--- src/rtl/ps2_scancode_decoder.sv ---
// ps2_scancode_decoder
//   Turns the PS/2 set-2 byte stream into single key events. E0 (extended)
//   and F0 (break) prefixes are folded into flags on the following code byte;
//   keyboard status/response bytes are dropped. Events are queued in a
//   first-word-fall-through FIFO for the host.
//
// Ports
//   clk        : 16 MHz system clock, rising edge
//   reset      : synchronous, active-high
//   rx_data    : received byte, qualified by rx_valid
//   rx_valid   : one-cycle strobe per byte
//   rx_err     : one-cycle strobe on receiver framing/parity error
//   evt_rd     : pop head event (ignored when empty)
//   evt_code   : head scan code (0 when empty)
//   evt_ext    : head had E0 prefix (0 when empty)
//   evt_break  : head is a release (0 when empty)
//   evt_empty  : FIFO empty
//   evt_count  : events held, 0..FIFO_DEPTH
//   overflow   : sticky, an event was lost to a full FIFO
//   seq_err    : one-cycle pulse when a prefix sequence is aborted
module ps2_scancode_decoder #(
  parameter int unsigned FIFO_DEPTH     = 8,
  parameter int unsigned FIFO_AW        = 3,
  parameter int unsigned TIMEOUT_CYCLES = 16000
) (
  input  logic               clk,
  input  logic               reset,
  input  logic [7:0]         rx_data,
  input  logic               rx_valid,
  input  logic               rx_err,
  input  logic               evt_rd,
  output logic [7:0]         evt_code,
  output logic               evt_ext,
  output logic               evt_break,
  output logic               evt_empty,
  output logic [FIFO_AW:0]   evt_count,
  output logic               overflow,
  output logic               seq_err
);

  localparam int unsigned TW = $clog2(TIMEOUT_CYCLES);
  localparam logic [TW-1:0] TMO_LAST = TW'(TIMEOUT_CYCLES - 1);
  localparam logic [FIFO_AW:0] CNT_FULL = (FIFO_AW+1)'(FIFO_DEPTH);

  typedef enum logic [1:0] {
    S_IDLE,
    S_GOT_E0,
    S_GOT_F0,
    S_GOT_E0F0
  } state_t;

  state_t            r_state;
  state_t            w_state_nxt;
  logic [TW-1:0]     r_tmo;
  logic              r_seq_err;
  logic              w_seq_err;
  logic              w_timeout;
  logic              w_is_e0;
  logic              w_is_f0;
  logic              w_discard;
  logic              w_push;
  logic              w_push_ext;
  logic              w_push_brk;

  logic [9:0]        r_mem [FIFO_DEPTH];
  logic [FIFO_AW-1:0] r_wptr;
  logic [FIFO_AW-1:0] r_rptr;
  logic [FIFO_AW:0]  r_count;
  logic              r_overflow;
  logic              w_empty;
  logic              w_full;
  logic              w_rd;
  logic              w_wr;
  logic [9:0]        w_head;

  assign w_is_e0   = (rx_data == 8'hE0);
  assign w_is_f0   = (rx_data == 8'hF0);
  assign w_timeout = (r_state != S_IDLE) && (r_tmo == TMO_LAST);

  always_comb begin
    w_discard = 1'b0;
    case (rx_data)
      8'hAA, 8'hFA, 8'hEE, 8'hFE, 8'h00, 8'hFF, 8'hE1: w_discard = 1'b1;
      default:                                          w_discard = 1'b0;
    endcase
  end

  // Priority: rx_err over a coincident byte, a byte over the timeout.
  always_comb begin
    w_state_nxt = r_state;
    w_push      = 1'b0;
    w_push_ext  = 1'b0;
    w_push_brk  = 1'b0;
    w_seq_err   = 1'b0;
    if (rx_err) begin
      w_state_nxt = S_IDLE;
      w_seq_err   = (r_state != S_IDLE);
    end else if (rx_valid) begin
      case (r_state)
        S_IDLE: begin
          if (w_is_e0)        w_state_nxt = S_GOT_E0;
          else if (w_is_f0)   w_state_nxt = S_GOT_F0;
          else if (!w_discard) w_push     = 1'b1;
        end
        S_GOT_E0: begin
          if (w_is_f0)       w_state_nxt = S_GOT_E0F0;
          else if (!w_is_e0) begin
            w_push      = 1'b1;
            w_push_ext  = 1'b1;
            w_state_nxt = S_IDLE;
          end
        end
        S_GOT_F0: begin
          w_state_nxt = S_IDLE;
          if (w_is_e0 || w_is_f0) w_seq_err = 1'b1;
          else begin
            w_push     = 1'b1;
            w_push_brk = 1'b1;
          end
        end
        S_GOT_E0F0: begin
          w_state_nxt = S_IDLE;
          if (w_is_e0 || w_is_f0) w_seq_err = 1'b1;
          else begin
            w_push     = 1'b1;
            w_push_ext = 1'b1;
            w_push_brk = 1'b1;
          end
        end
        default: w_state_nxt = S_IDLE;
      endcase
    end else if (w_timeout) begin
      w_state_nxt = S_IDLE;
      w_seq_err   = 1'b1;
    end
  end

  always_ff @(posedge clk) begin
    if (reset) begin
      r_state   <= S_IDLE;
      r_tmo     <= '0;
      r_seq_err <= 1'b0;
    end else begin
      r_state   <= w_state_nxt;
      r_seq_err <= w_seq_err;
      if (rx_valid || (r_state == S_IDLE) || w_timeout) r_tmo <= '0;
      else                                              r_tmo <= r_tmo + 1'b1;
    end
  end

  // Event FIFO. A push into a full FIFO still lands when a pop frees a slot
  // in the same cycle.
  assign w_empty = (r_count == '0);
  assign w_full  = (r_count == CNT_FULL);
  assign w_rd    = evt_rd && !w_empty;
  assign w_wr    = w_push && (!w_full || w_rd);

  always_ff @(posedge clk) begin
    if (w_wr) r_mem[r_wptr] <= {w_push_ext, w_push_brk, rx_data};
  end

  always_ff @(posedge clk) begin
    if (reset) begin
      r_wptr     <= '0;
      r_rptr     <= '0;
      r_count    <= '0;
      r_overflow <= 1'b0;
    end else begin
      if (w_wr) r_wptr <= r_wptr + 1'b1;
      if (w_rd) r_rptr <= r_rptr + 1'b1;
      case ({w_wr, w_rd})
        2'b10:   r_count <= r_count + 1'b1;
        2'b01:   r_count <= r_count - 1'b1;
        default: r_count <= r_count;
      endcase
      if (w_push && w_full && !w_rd) r_overflow <= 1'b1;
    end
  end

  assign w_head    = r_mem[r_rptr];
  assign evt_code  = w_empty ? '0 : w_head[7:0];
  assign evt_break = w_empty ? 1'b0 : w_head[8];
  assign evt_ext   = w_empty ? 1'b0 : w_head[9];
  assign evt_empty = w_empty;
  assign evt_count = r_count;
  assign overflow  = r_overflow;
  assign seq_err   = r_seq_err;

endmodule

--- config.mk ---
export PLATFORM = sky130hd
export DESIGN_NAME = ps2_scancode_decoder
export DESIGN_NICKNAME = d
export VERILOG_FILES = /design/src/rtl/ps2_scancode_decoder.sv
export SDC_FILE = /design/constraint.sdc
export NUM_CORES = 1
export LEC_CHECK = 0
export CAP_MARGIN = 20
export CORE_MARGIN = 2
export CORE_UTILIZATION = 60
export DETAILED_ROUTE_END_ITERATION = 8
export PLACE_DENSITY = 0.81
export SYNTH_ARGS = -nofsm -noshare
export SYNTH_HDL_FRONTEND = slang
export SYNTH_SLANG_ARGS = --single-unit
--- constraint.sdc ---
create_clock -name clk -period 8.8 [get_ports clk]
set_input_delay 1.76 -clock clk [delete_from_list [all_inputs] [get_ports clk]]
set_output_delay 1.76 -clock clk [all_outputs]
set_load 0.05 [all_outputs]
# Yosys cells after proc, flatten, opt, wreduce, memory -nomap -nowiden
# Memory sizes are Yosys's and may differ from the RTL's. A register that Yosys moved wholly into a read port is not among the register bits.
# Index checks and enable logic that the tools add are counted.
# word_totals
register_bits	28
latchBits	0
ramBits	80
mem_bits_ro	0
inputBits	13
mem_count	1
# memory_table
name	words	width	rd	rd_ports_with_merged_regs	wr	line	text
r_mem	8	10	1	1	1	65	logic [9:0] r_mem [FIFO_DEPTH];
# classes
n_addsub	5
multipliers	0
div_mod_pow	0
magnitude_cmp	0
eq_ne	17
shifts	0
n_mux	36
bitwise_logic	0
reduce_logical	23
# op_table
operator	n
equality test 8 bit, second input constant	8
2-to-1 mux 1 bit	23
adder 14 x 1 -> 14 bit, second input constant	1
equality test 14 bit, second input constant	1
2-to-1 mux 2 bit	6
zero test 8 bit	1
2-to-1 mux 8 bit	1
inequality test 4 bit, second input constant	2
case mux 4 bit (2 select lines)	1
OR reduction 7 bit	1
adder 3 x 1 -> 3 bit, second input constant	2
equality test 2 bit, second input constant	3
2-to-1 mux 3 bit	2
case mux 2 bit (3 select lines)	1
nonzero test 2 bit	3
OR reduction 2 bit	3
logical AND 1 bit	5
adder 4 x 1 -> 4 bit, second input constant	1
equality test 2 x 1 -> 1 bit, second input constant	2
equality test 4 bit, second input constant	1
zero test 4 bit	1
logical OR 1 bit	4
subtractor 4 x 1 -> 4 bit, second input constant	1
zero test 1 bit	3
4 further kinds	4

# Longest topological paths before layout
# Gate-level depths: netlist (run 1).
# logic_depth
depth_word	12
ltp_mapped	13
mapped_depth_nobuf	13

# Least setup slack after synthesis (run 1)
# Ideal clock, no wire load.
# synth_path
path_kind	input -> register
start	in rx_data[7]
end	mem r_mem[2][0], enable pin
t_arrival_ns	3.835
t_required_ns	8.393
setup_slack_ns	4.557
cell_stages	6
n_path_buf	0
path_cell_list	and4_1 -> o2111ai_2 -> o211a_1 -> and2_1 -> nand2_1 -> nor4b_1
# synth_via
elab_chain_cells	12
# synth_rtl
item	line	text
start, declared	28	input logic [7:0] rx_data,
equality test 8 bit or zero test 8 bit (tied branches)	82	case (rx_data)
OR reduction 7 bit	82	
2-to-1 mux 1 bit	82	
2-to-1 mux 1 bit	103	else if (!w_discard) w_push = 1'b1;
2-to-1 mux 1 bit	102	else if (w_is_f0) w_state_nxt = S_GOT_F0;
2-to-1 mux 1 bit	101	if (w_is_e0) w_state_nxt = S_GOT_E0;
case mux 1 bit (3 select lines) *	99	case (r_state)
2-to-1 mux 1 bit *	98	end else if (rx_valid) begin
2-to-1 mux 1 bit *	95	if (rx_err) begin
logical AND 1 bit *	156	assign w_wr = w_push && (!w_full || w_rd);
2-to-1 mux 1 bit *	159	if (w_wr) r_mem[r_wptr] <= {w_push_ext, w_push_brk, rx_data};
2-to-1 mux 1 bit (not written as such) *	159	
end, declared	65	
# Every way passes the cells marked *; elsewhere a longest branch is shown, timed or not.

# Worst setup path in the final report (run 1)
# layout_path
start	in rx_data[0]
end	reg r_count[3] (netlist: evt_count[3])
# layout_via
elab_chain_cells	12
# layout_rtl
item	line	text
equality test 8 bit or zero test 8 bit (tied branches)	82	
OR reduction 7 bit	82	
2-to-1 mux 1 bit	82	
2-to-1 mux 1 bit	103	
2-to-1 mux 1 bit	102	
2-to-1 mux 1 bit	101	
case mux 1 bit (3 select lines) *	99	
2-to-1 mux 1 bit *	98	
2-to-1 mux 1 bit *	95	
logical AND 1 bit *	156	
equality test 2 x 1 -> 1 bit or equality test 2 bit (tied branches)	171	case ({w_wr, w_rd})
case mux 4 bit (2 select lines) or nonzero test 2 bit (tied branches)	n/a	
end signal, assigned	172	2'b10: r_count <= r_count + 1'b1;
end signal, assigned	173	2'b01: r_count <= r_count - 1'b1;
end signal, assigned	174	default: r_count <= r_count;
end, declared	68	logic [FIFO_AW:0] r_count;
# Marks and branches as above.
# A chain may end at the register's enable or synchronous reset.

==> metrics.txt, run 1 <==
status=finished clean; critical-path cell list=clkdlybuf4s50_1 > xor2_1 > nor4_1 > o21bai_2 > nand2_1 > nand2_1 > inv_1 > ha_1 > a21o_1 > a21oi_1 > nor3_1 > and3_2 > a31oi_1 > mux2_2; Compound-Gate Fraction of Synth Area=2.63%; Tcrit/Tclk final=a little over half; post-synthesis xor/xnor area fraction=under 10%; Routed WL=around 8.7 mm; CTS tree=done; area post-placement=5120 µm²; hold path cells=1; Tightest Pin Transition=just over 1 ns; Root Buffer Master=clkbuf_8; Tot GR Track Use=a little under a quarter; antenna viol nets, final=0; hold path start=r_tmo[0]$_SDFF_PP0_; TritonCTS Buffers=9; Max Transition Viols Final=0; final hold slack=~0.45 ns; crit path capture type=flop; area grow syn2layout=13.9%; Main synth FF type=edfxtp_1; slowest CP cell=clkdlybuf4s50_1; fin nets=between 300 and 400; DRC Markers=0; internal power=roughly 0.86 mW; fmax=0.211 GHz; Die Area=roughly 8500 µm²; clk sinks=111; CTS clk-pin slew, worst paths=0.10 ns; Avg Synthesized Cell Area=~15 µm²; # rows=32; Lkg Pwr=~1.7 nW; Worst-Skew Late Latency=roughly 0.38 ns; sequential area share after synthesis=between 60% and 70%; Fin Setup TNS=0 ns; min cycle time layout=4.74 ns; Min-Delay Path Class=reg -> reg; first-pass GRT wire length=around 14 mm; combinational share of power=between 30% and 40%; RR Endpoint=evt_count[3]$_SDFFE_PP0P_; Syn Nets=340; sequential share of power=a little over two fifths; Mapped Cells=between 300 and 400; # setup viols final=0; H-tree Lvls=3; critical setup path kind=in -> reg; dpl ws=between 3 and 4 ns; HPWL after DPL=between 5 and 6 mm; arrival time at the worst endpoint=approximately 5.0 ns; via count=2716; R2R Setup Slk=about 5.7 ns; Net Switching=slightly above 0.5 mW; mux cell area share after synthesis=about an eighth; Max Fanout on Critical Path=13; Top cell by count, worst path=nand2_1; Largest stage delay, worst path=between 0.6 and 0.7 ns; CTS Hold Buffers Added=0; simple-gate area share of the yosys netlist=approximately 13%; fin util=a little under 70%; Ys Warns=0; CP Launch Type=input port; largest family of logic cells by synthesized area=multiplexers; Die Ht=~92 µm; Post-Layout Inst Area=about 5300 µm²; PwrDens=between 200 and 300 nW/µm²; Netlist cell types=48; R2R depth=12; switching part of the total=37.4%; EDFF count, synth=80; number of port buffers=29; maximum VDD drop=0.000234 V; grt total ovfl=0; initial core utilization=61.0%; number of global-route vias before repair=about 2700; Setup WS post-layout=4.06 ns; # IOs=30; Via density=slightly below 6; Core ar.=roughly 7600 µm²; largest net degree at the start of global routing=26; setup bufs post-CTS=0; Worst path top cell family by delay=simple AND/OR/NAND/NOR gates; GP Congestion=just over 0.8; # diodes=0; Post-Synth Adder-Cell Area=under 10%; Slew HR=between 30% and 40%; clock skew=between 0.01 and 0.015 ns; layout cells sized above 1=between 10% and 20%; asr flop ratio synth=0%; launch point of the worst reg-to-reg path=evt_count[0]$_SDFFE_PP0P_; synthesis-stage register bit count=111; clk buf depth=2; Syn Std Cell Area=around 4700 µm²; initial antenna violation count=0; Crit path required time=about 9.1 ns; final hold violation count=0; Worst Hold Path EP=r_tmo[0]$_SDFF_PP0_; Worst Path Buf+Inv=2; clock power share=between 20% and 30%; Initial DRC Count=roughly 210; RSZ-0062 raised after global routing=no; max cap viols=0; First-pass DRT Iterations=4; routed len/inst=roughly 19 µm; PostCTS Resize Cnt=0; Die W=a little over 90 µm
==> layer usage <==
metal  vias to the layer above  routed length (µm)  track usage (%)
met3                         9                 444             3.70
met5                         -                   0                0
met1                      1341                3640             30.4
met4                         0                  96             8.08
met2                        79                4500             37.7
li1                       1287                   -                -
==> cell usage in the layout, fill, tap and decap left out, drive strengths merged, types with 2 or more instances in the layout <==
master | synthesis | final
xnor2 | 7 | 7
or4 | 2 | 2
edfxtp | 80 | 80
a21oi | 4 | 4
ha | 5 | 5
o21bai | 2 | 2
nand2b | 4 | 4
nor2b | 2 | 2
mux2i | 14 | 14
nand3 | 8 | 8
and3 | 5 | 5
a31oi | 2 | 2
dfxtp | 31 | 31
nand2 | 15 | 15
xor2 | 11 | 11
clkbuf | 7 | 9
nand4 | 4 | 4
nor2 | 43 | 43
nor4b | 3 | 3
nor3b | 3 | 3
mux4 | 20 | 20
buf | 5 | 7
or3 | 4 | 4
nor4 | 9 | 9
clkdlybuf4s50 | 0 | 29
nor3 | 8 | 8
inv | 6 | 11
==> state kept, by name, indices dropped and copies added, names as in the netlist, named ones only <==
register   count
r_mem         80
r_tmo         14
evt_count      4
r_rptr         3
r_wptr         3
r_state        2
overflow       1
seq_err        1
==> Yosys cell counts, types with 2 or more instances <==
master | number | area (µm²)
edfxtp_1 | 80 | 2400
nor2_1 | 43 | 161
dfxtp_1 | 31 | 621
mux4_2 | 20 | 450
nand2_1 | 15 | 56.3
mux2i_1 | 14 | 140
xor2_1 | 11 | 96.3
nand3_1 | 8 | 40.0
nor3_1 | 8 | 40.0
nor4_1 | 8 | 50.1
clkbuf_1 | 7 | 26.3
xnor2_1 | 7 | 61.3
inv_1 | 6 | 22.5
ha_1 | 5 | 62.6
a21oi_1 | 4 | 20.0
and3_1 | 4 | 25.0
nand2b_1 | 4 | 25.0
nand4_1 | 4 | 25.0
or3_1 | 4 | 25.0
buf_2 | 3 | 15.0
nor3b_1 | 3 | 22.5
nor4b_1 | 3 | 26.3
a31oi_1 | 2 | 12.5
nor2b_1 | 2 | 12.5
or4_1 | 2 | 15.0
==> logic make-up after synthesis <==
logic type / Yosys count
adder cells (fa/ha/maj): 6
AO/OA/AOI/OAI: 16
multiplexers: 35
XOR/XNOR: 18
buffers and inverters: 18
AND/OR/NAND/NOR: 117
flip-flops: 111
==> power groups by stage <==
| stage | Sequential, mW | Clock, mW | Combinational (mW) |
|---|---|---|---|
| 4_1_cts | 0.604 | 0.303 | 0.482 |
| 5_1_grt | 0.607 | 0.319 | 0.509 |
| 3_5_place_dp | 0.615 | 0 | 0.480 |
| 3_3_place_gp | 0.614 | 0 | 0.476 |
| 6_report | 0.604 | 0.296 | 0.479 |
| 2_1_floorplan | 0.632 | 0 | 0.309 |
==> final cells by class <==
type	count	area, µm²
flip-flops and latches	111	3020
fillers	531	2330
multi-input cells	192	1600
repair buffers	36	343
well taps	102	128
clock buffers	9	124
clock inverters	7	72.6
inverters	6	22.5
==> worst max path at each step <==
stage / start / end / slack [ns] / cells past startpoint
CTS: rx_data[0] / evt_count[3]$_SDFFE_PP0P_ / 4.13 / 14
global route: rx_data[0] / evt_count[3]$_SDFFE_PP0P_ / 3.88 / 14
finish: rx_data[0] / evt_count[3]$_SDFFE_PP0P_ / 4.06 / 14
detailed placement: rx_data[0] / evt_count[3]$_SDFFE_PP0P_ / 3.72 / 14
global placement: rx_data[1] / evt_count[3]$_SDFFE_PP0P_ / 3.87 / 14
floorplan: rx_data[7] / r_mem[2][0]$_DFFE_PP_ / 4.56 / 6
==> worst register-to-register path, stage by stage (launching register included) <==
cell and delay (ns):
dfxtp_1 0.49, nor4_2 0.09, buf_4 0.20, nor2b_1 0.51, nand2_1 0.18, inv_1 0.14
ha_1 0.23, a21o_1 0.17, a21oi_1 0.19, nor3_1 0.06, and3_2 0.23, a31oi_1 0.17
mux2_2 0.35
==> stage by stage <==
| stage | instances | total power, mW |
|---|---|---|
| finish | 463 | 1.38 |
| global route | 463 | 1.44 |
| CTS | 463 | 1.39 |
| detailed placement | 447 | 1.10 |
| global placement | 447 | 1.09 |
| floorplan | 321 | 0.941 |
(Power assumes the default switching activity.)
==> run 2: changes to the inputs <==
- CORE_UTILIZATION: 60 -> 53
- PLACE_DENSITY: 0.81 -> 0.75
- clock period: 8.8 -> 4.1 ns (I/O delays scaled with it)
==> run 2 against run 1 <==
Compared with the run above:
- via count rose by 0.99%
- worst hold slack improved by 0.0026 ns
- final area rose by 2.0%
- critical path depth did not move
- combinational power rose by 120%
- register-to-register slack got worse by 4.5 ns
- utilization fell by 6.7 points
- clock-buffer cell count rose by 1
- highest routed layer unchanged
- clock skew barely moved
- sequential cell count did not move
- critical path type unchanged
- sequential share of layout area fell by 1.1 points
==> metrics.txt, run 2 (synthesis gave the netlist of run 1 again) <==
status=finished clean; number of global-route vias before repair=2886 (+6.1%); GP Congestion=0.817 (-0.37%); PwrDens=566 nW/µm² (+120%); R2R depth=13 (+1); launch point of the worst reg-to-reg path=r_state[1]$_SDFFE_PP0P_; Setup crit end=evt_count[3]$_SDFFE_PP0P_; First-pass DRT Iterations=4 (unchanged); RR Endpoint=evt_count[3]$_SDFFE_PP0P_; Core ar.=8640 µm² (+13%); initial antenna violation count=0 (unchanged); # IOs=30 (unchanged); Max Transition Viols Final=0 (unchanged); final hold slack=0.454 ns (+0.00258 ns); Slew HR=44.6% (+14 points); Post-Layout Inst Area=5420 µm² (+2.0%); area post-placement=5190 µm² (+1.4%); routed len/inst=18.8 µm (+0.37%); arrival time at the worst endpoint=4.05 ns (-0.96 ns); RSZ-0062 raised after global routing=no; DRC Markers=0 (unchanged); Final Non-Filler Cells=480 (+3.7%); min cycle time layout=between 3 and 4 ns; HPWL after DPL=5.97 mm (+2.9%); max cap viols=0 (unchanged); antenna viol nets, final=0 (unchanged); fin util=62.7% (-6.7 points); Fin Setup TNS=0 ns (unchanged); Tightest Pin Transition=0.828 ns (-0.207 ns); CP Launch Type=input port; commonest non-fill, non-tap cell in the layout=edfxtp_1; area grow syn2layout=16.1%; CTS clk-pin slew, worst paths=0.10 ns (about the same); Worst-Skew Late Latency=0.37 ns (about the same); final hold violation count=0 (unchanged); crit path launch=rx_data[7]; Setup WS post-layout=0.315 ns (-3.74 ns); Die W=97.8 µm (+6.1%); H-tree Lvls=3 (unchanged); grt total ovfl=0 (unchanged); fin nets=386 (+2.9%); Die Area=9570 µm² (+13%); Tcrit/Tclk final=between 90% and 100%; largest net degree at the start of global routing=26 (unchanged); Initial DRC Count=221 (+3.3%); Lkg Pwr=1.76 nW (+4.0%); dpl ws=-0.0349 ns (-3.75 ns); clk sinks=111 (unchanged); Root Buffer Master=clkbuf_8; Die Ht=97.8 µm (+6.1%); initial core utilization=54.0% (-7.0 points); via count=2743 (+0.99%); Max Fanout on Critical Path=11 (-2); Biggest register=r_mem; fmax=0.264 GHz; layout cells sized above 1=16.9% (+2.5 points); critical setup path kind=in -> reg; setup bufs post-CTS=0 (unchanged); CTS tree=done; dpl cells=464 (+3.8%); # setup viols final=0 (unchanged); PostCTS Resize Cnt=0 (unchanged); Crit path required time=4.37 ns (-4.70 ns); most frequent cells in the layout=edfxtp_1, nor2_1, dfxtp_1; CTS Hold Buffers Added=0 (unchanged); number of port buffers=29 (unchanged); Routed WL=9.03 mm (+4.1%); R2R Setup Slk=1.18 ns (-4.50 ns); Min-Delay Path Class=reg -> reg; # diodes=0 (unchanged); TritonCTS Buffers=9 (unchanged); Tot GR Track Use=20.4% (-2.2 points); first-pass GRT wire length=14.8 mm (+3.8%); maximum VDD drop=0.000526 V (+120%); # rows=34 (+6.3%); clk buf depth=2 (unchanged); Via density=5.71 (-2.6%); post-layout power=3.07 mW (+120%); clock skew=0.00997 ns (-0.000274 ns); crit path capture type=flop; number of flip-flops in the largest register=80 (unchanged)
## run 2: changes by cell type in the layout (fill, tap and decap cells not counted), sizes merged
cell / change
buf: +11
inv: -3
bufinv: +2
clkbuf: +1
## run 2: power breakdown
part	internal, mW	switching, mW	leakage (nW)	total [mW]
Sequential	1.24	0.0422	0.987	1.28
Combinational	0.386	0.679	0.665	1.06
Clock	0.364	0.356	0.113	0.720
Total	1.99	1.08	1.76	3.07
## run 2: worst min-delay path by stage
stage | startpoint | endpoint | slack, ns | cells past startpoint
floorplan | r_tmo[0]$_SDFF_PP0_ | r_tmo[0]$_SDFF_PP0_ | 0.42 | 1
global placement | r_tmo[0]$_SDFF_PP0_ | r_tmo[0]$_SDFF_PP0_ | 0.43 | 1
detailed placement | r_tmo[0]$_SDFF_PP0_ | r_tmo[0]$_SDFF_PP0_ | 0.44 | 1
CTS | r_tmo[0]$_SDFF_PP0_ | r_tmo[0]$_SDFF_PP0_ | 0.45 | 1
global route | r_tmo[0]$_SDFF_PP0_ | r_tmo[0]$_SDFF_PP0_ | 0.48 | 1
finish | r_tmo[0]$_SDFF_PP0_ | r_tmo[0]$_SDFF_PP0_ | 0.45 | 1
## run 2: critical path: stages
cell and delay, ns:
clkdlybuf4s50_1 0.67, nand3_1 0.18, or3_1 0.33, o211a_1 0.27
nand2_1 0.14, nand2_1 0.11, inv_1 0.10, ha_1 0.23
a21o_1 0.18, a21oi_1 0.20, nor3_1 0.07, and3_2 0.23
a31oi_1 0.17, mux2_2 0.35
## run 2: per-layer routing
layer | GRT usage, % | share of wire [%]
met1 | 25.8 | 41
met5 | 0 | 0
met3 | 4.44 | 5.9
met4 | 8.65 | 1.4
met2 | 34.3 | 52
## run 2: layout make-up
type	instances	area, µm²
timing repair buffer	47	425
fill	645	3220
inverter	6	22.5
clock buffer	10	138
sequential	111	3020
tap	108	135
clock inverter	6	90.1
multi-input combinational	192	1580
